==> config.mk <==
export PLATFORM = sky130hd
export DESIGN_NAME = reg_write_arbiter
export DESIGN_NICKNAME = d
export VERILOG_FILES = /design/src/rtl/reg_write_arbiter.sv
export SDC_FILE = /design/constraint.sdc
export NUM_CORES = 1
export LEC_CHECK = 0
export ABC_CLOCK_PERIOD_IN_PS = 1500
export CORE_MARGIN = 2
export CORE_UTILIZATION = 39
export CTS_BUF_LIST = sky130_fd_sc_hd__clkbuf_4
export CTS_CLUSTER_SIZE = 12
export DETAILED_ROUTE_END_ITERATION = 6
export GPL_TIMING_DRIVEN = 1
export PLACE_DENSITY = 0.86
export SLEW_MARGIN = 20
export SYNTH_ARGS = -nofsm -noshare
export SYNTH_HDL_FRONTEND = slang
export SYNTH_SLANG_ARGS = --single-unit
==> constraint.sdc <==
create_clock -name clk -period 1.5 [get_ports clk]
set_clock_uncertainty 0.05 [all_clocks]
set_input_delay 0.3 -clock clk [delete_from_list [all_inputs] [get_ports clk]]
set_output_delay 0.3 -clock clk [all_outputs]
set_load 0.05 [all_outputs]
==> src/rtl/reg_write_arbiter.sv <==
// Register-file write port shared by execute and memory writeback stages.
// An optional post-reset clear sequence writes INIT_VALUE to R0-R7, and then round-robin arbitration starts.
module reg_write_arbiter #(
  parameter logic [15:0] INIT_VALUE     = 16'h0000,
  parameter bit          CLEAR_ON_RESET = 1'b1
) (
  input  logic        clk,
  input  logic        reset,
  input  logic        ex_req,
  input  logic [2:0]  ex_dr,
  input  logic [15:0] ex_data,
  output logic        ex_gnt,
  input  logic        mem_req,
  input  logic [2:0]  mem_dr,
  input  logic [15:0] mem_data,
  output logic        mem_gnt,
  output logic        rf_we,
  output logic [2:0]  rf_dr,
  output logic [15:0] rf_data,
  output logic        init_busy
);

  localparam int DATA_W = 16;
  localparam int ADDR_W = 3;

  typedef enum logic {
    S_INIT = 1'b0,
    S_ARB  = 1'b1
  } state_t;

  state_t              r_state;
  state_t              w_state_nxt;
  logic [ADDR_W-1:0]   r_cnt;
  logic                r_pri;
  logic                w_ex_gnt;
  logic                w_mem_gnt;
  logic                w_init_busy;
  logic                r_wr_vld_p1;
  logic [ADDR_W-1:0]   r_wr_dr_p1;
  logic [DATA_W-1:0]   r_wr_data_p1;

  always_ff @(posedge clk) begin
    if (reset) begin
      r_state <= CLEAR_ON_RESET ? S_INIT : S_ARB;
    end else begin
      r_state <= w_state_nxt;
    end
  end

  always_comb begin
    w_state_nxt = r_state;
    if (r_state == S_INIT && r_cnt == 3'd7) begin
      w_state_nxt = S_ARB;
    end
  end

  // Grants are combinational; on contention, r_pri picks the side not served most recently.
  always_comb begin
    w_ex_gnt    = 1'b0;
    w_mem_gnt   = 1'b0;
    w_init_busy = 1'b0;
    if (reset) begin
      w_init_busy = CLEAR_ON_RESET;
    end else if (r_state == S_INIT) begin
      w_init_busy = 1'b1;
    end else begin
      w_mem_gnt = mem_req & (~ex_req | ~r_pri);
      w_ex_gnt  = ex_req & (~mem_req | r_pri);
    end
  end

  // Stage p1: registered write port, one cycle behind the grant or clear step
  always_ff @(posedge clk) begin
    if (reset) begin
      r_wr_vld_p1  <= 1'b0;
      r_wr_dr_p1   <= '0;
      r_wr_data_p1 <= '0;
      r_cnt        <= '0;
      r_pri        <= 1'b0;
    end else if (r_state == S_INIT) begin
      r_wr_vld_p1  <= 1'b1;
      r_wr_dr_p1   <= r_cnt;
      r_wr_data_p1 <= INIT_VALUE;
      r_cnt        <= r_cnt + 3'd1;
    end else begin
      r_wr_vld_p1 <= w_mem_gnt | w_ex_gnt;
      if (w_mem_gnt) begin
        r_wr_dr_p1   <= mem_dr;
        r_wr_data_p1 <= mem_data;
        r_pri        <= 1'b1;
      end else if (w_ex_gnt) begin
        r_wr_dr_p1   <= ex_dr;
        r_wr_data_p1 <= ex_data;
        r_pri        <= 1'b0;
      end
    end
  end

  assign ex_gnt    = w_ex_gnt;
  assign mem_gnt   = w_mem_gnt;
  assign init_busy = w_init_busy;
  assign rf_we     = r_wr_vld_p1;
  assign rf_dr     = r_wr_dr_p1;
  assign rf_data   = r_wr_data_p1;

endmodule

==> out/qor.csv <==
metric;value;unit
outcome;finished, violations left;
violations;setup timing;
syn-instance-count;125;
drc;0;
synth.distinct_cells;27;
crit_arrival;1.20;ns
drt-initial-drc-count;85;
vias;1314;
core;2730;sq um
layout-drive-gt1-share;27.1;%
rsz0062_at_grt;true;
ant_nets;0;
gp_congestion;0.874;
slew_headroom;72.1;%
yosys_warnings;0;
num_io_pins;65;
synth-main-ff-cell;dfxtp_1;
start_kind;flop;
grt_max_degree;23;
power.density;598;nW/um^2
mostFrequentLayoutCell;clkdlybuf4s50_1;
timing.final.crit_period;1.55;ns
portBuffers;64;
first_global_vias;1262;
setup_ws;-0.0515;ns
syn_avg_cell_area;8.97;sq um
setup_viol;2;
leakagePower;0.891;nW
fmax;645;MHz
slowest_delay;0.35;ns
synth_edf_count;0;
clk_path_buf_depth;2;
maxSlewViolCount;0;
drt-pass1-iter-count;6;
grt_pass1_wl;6.22;mm
async_flop_share;0;%
avgViaCountPerCell;5.62;
die_y;57.6;um
wl;4.06;mm
critPathKind;reg -> out;
finalHoldViolations;0;
crit_required;1.15;ns
initial_utilization;41.0;%
cts_made_buffers;3;
ir_drop;0.000496;V
clkSlewWorstSetupHoldPaths;0.13;ns
critPathMaxFanout;3;
final_nets;248;
tightest_slew;0.417;ns
synth_nets;169;
clock_sinks;25;
antenna_found_initial;0;
critPathCaptureType;output pin;
antenna_cells;0;
final_cell_mix;clkdlybuf4s50_1, nand2_1, buf_12, dfxtp_1, buf_4;
min_path_type;in -> reg;
ys_seq_area_share;44.6;%
post-dp-hpwl;2.97;mm
synthesis.area;1120;sq um
htreeDepth;1;
cts-root-buf;clkbuf_4;
slowest_stage;dfxtp_2;
cts_tree;done;
design_area;2170;sq um
wire_per_inst;17.3;um
insertion_delay;0.30;ns
maxCapViolCount;0;
rows;19;
total_power;1.30;mW
die_w;57.6;um
post_dp_cell_area;2090;sq um
worstPathCellList;nor2b_4 > and3_4 > buf_12;
area_growth;94.0;%
die_area;3320;sq um
grt_usage;24.7;%
ys_ff_latch;25;
grt_overflow;0;
fin_crit_sh;103;%
[power breakdown]
group          internal, mW  switching [mW]
logic                 0.174           0.116
clock network         0.122           0.194
registers             0.678          0.0162
total                 0.974           0.326
[worst max-delay path: cells and delay by family (launching register included)]
family        cells  cell delay [ns]
simple gates      2             0.41
flops             1             0.35
buf+inv           1             0.13
[synthesized netlist by cell type, types with 2 or more instances]
| cell | number | area (sq um) |
|---|---|---|
| a21oi_1 | 3 | 15.0 |
| a221o_1 | 7 | 70.1 |
| a2bb2oi_1 | 2 | 17.5 |
| a31oi_1 | 12 | 75.1 |
| and3_1 | 5 | 31.3 |
| buf_2 | 5 | 25.0 |
| buf_4 | 2 | 15.0 |
| buf_6 | 2 | 22.5 |
| dfxtp_1 | 25 | 500 |
| ha_1 | 2 | 25.0 |
| mux2i_1 | 2 | 20.0 |
| nand2_1 | 24 | 90.1 |
| nand2b_1 | 3 | 18.8 |
| nand4bb_1 | 2 | 22.5 |
| nor2_1 | 7 | 26.3 |
| o21ai_0 | 11 | 55.1 |
[cell type report]
cell class | instances | area [sq um]
sequential | 25 | 505
clock buffer | 4 | 30.0
timing repair buffer | 83 | 1030
inverter | 2 | 10.0
fill | 148 | 559
tap | 31 | 38.8
multi-input combinational | 89 | 564
[sequential cells by signal (all words and copies together), names as in the netlist]
name	cells
r_state	1
rf_data	16
r_pri	1
rf_we	1
r_cnt	3
rf_dr	3
[worst paths after layout]
check | from | endpoint | slack [ns] | depth (start not counted)
worst min register to register | r_pri | r_pri | 0.50 | 2
worst min-delay path | mem_data[9] | rf_data[9] | 0.49 | 3
worst max register to register | r_state | rf_data[3] | 0.04 | 6
worst max-delay path | r_state | ex_gnt | -0.05 | 3
[through the flow]
| step | instances | setup WS, ns | TNS (ns) | util [%] | hold slack [ns] |
|---|---|---|---|---|---|
| 4_1_cts | 231 | -0.0605 | -0.106 | 78.4 | 0.465 |
| 2_1_floorplan | 125 | 0.0383 | 0 | - | 0.388 |
| 3_3_place_gp | 225 | -0.210 | -2.98 | 76.4 | 0.460 |
| 3_5_place_dp | 225 | -0.263 | -4.10 | 76.4 | 0.502 |
| 5_1_grt | 234 | -0.110 | -0.208 | 79.5 | 0.475 |
| 6_report | 234 | -0.0515 | -0.0988 | 79.5 | 0.487 |
[per-layer routing]
metal  routed length [um]  global-route usage [%]  up-vias
met5                    0                       0        -
met4                   81                    9.63        0
met3                  206                    3.35       10
met2                 2230                    46.6       59
met1                 1540                    27.7      637
li1                     -                       -      608
[what timing repair did]
action,4_1_cts,5_1_grt
resized for setup,7,2
endpoints found under the setup margin,3,3
hold buffers,0,0
pin swaps,3,2
buffers inserted,2,3
[kinds of logic after synthesis]
logic type / after synthesis / synth area share [%]
AND/OR/NAND/NOR: 47 / 21.7
adder cells (fa/ha/maj): 2 / 2.23
buffers and inverters: 11 / 6.25
flip-flops: 25 / 44.6
XOR/XNOR: 1 / 0.781
multiplexers: 2 / 1.79
AO/OA/AOI/OAI: 37 / 22.7
Power figures use the tool's default switching activity.
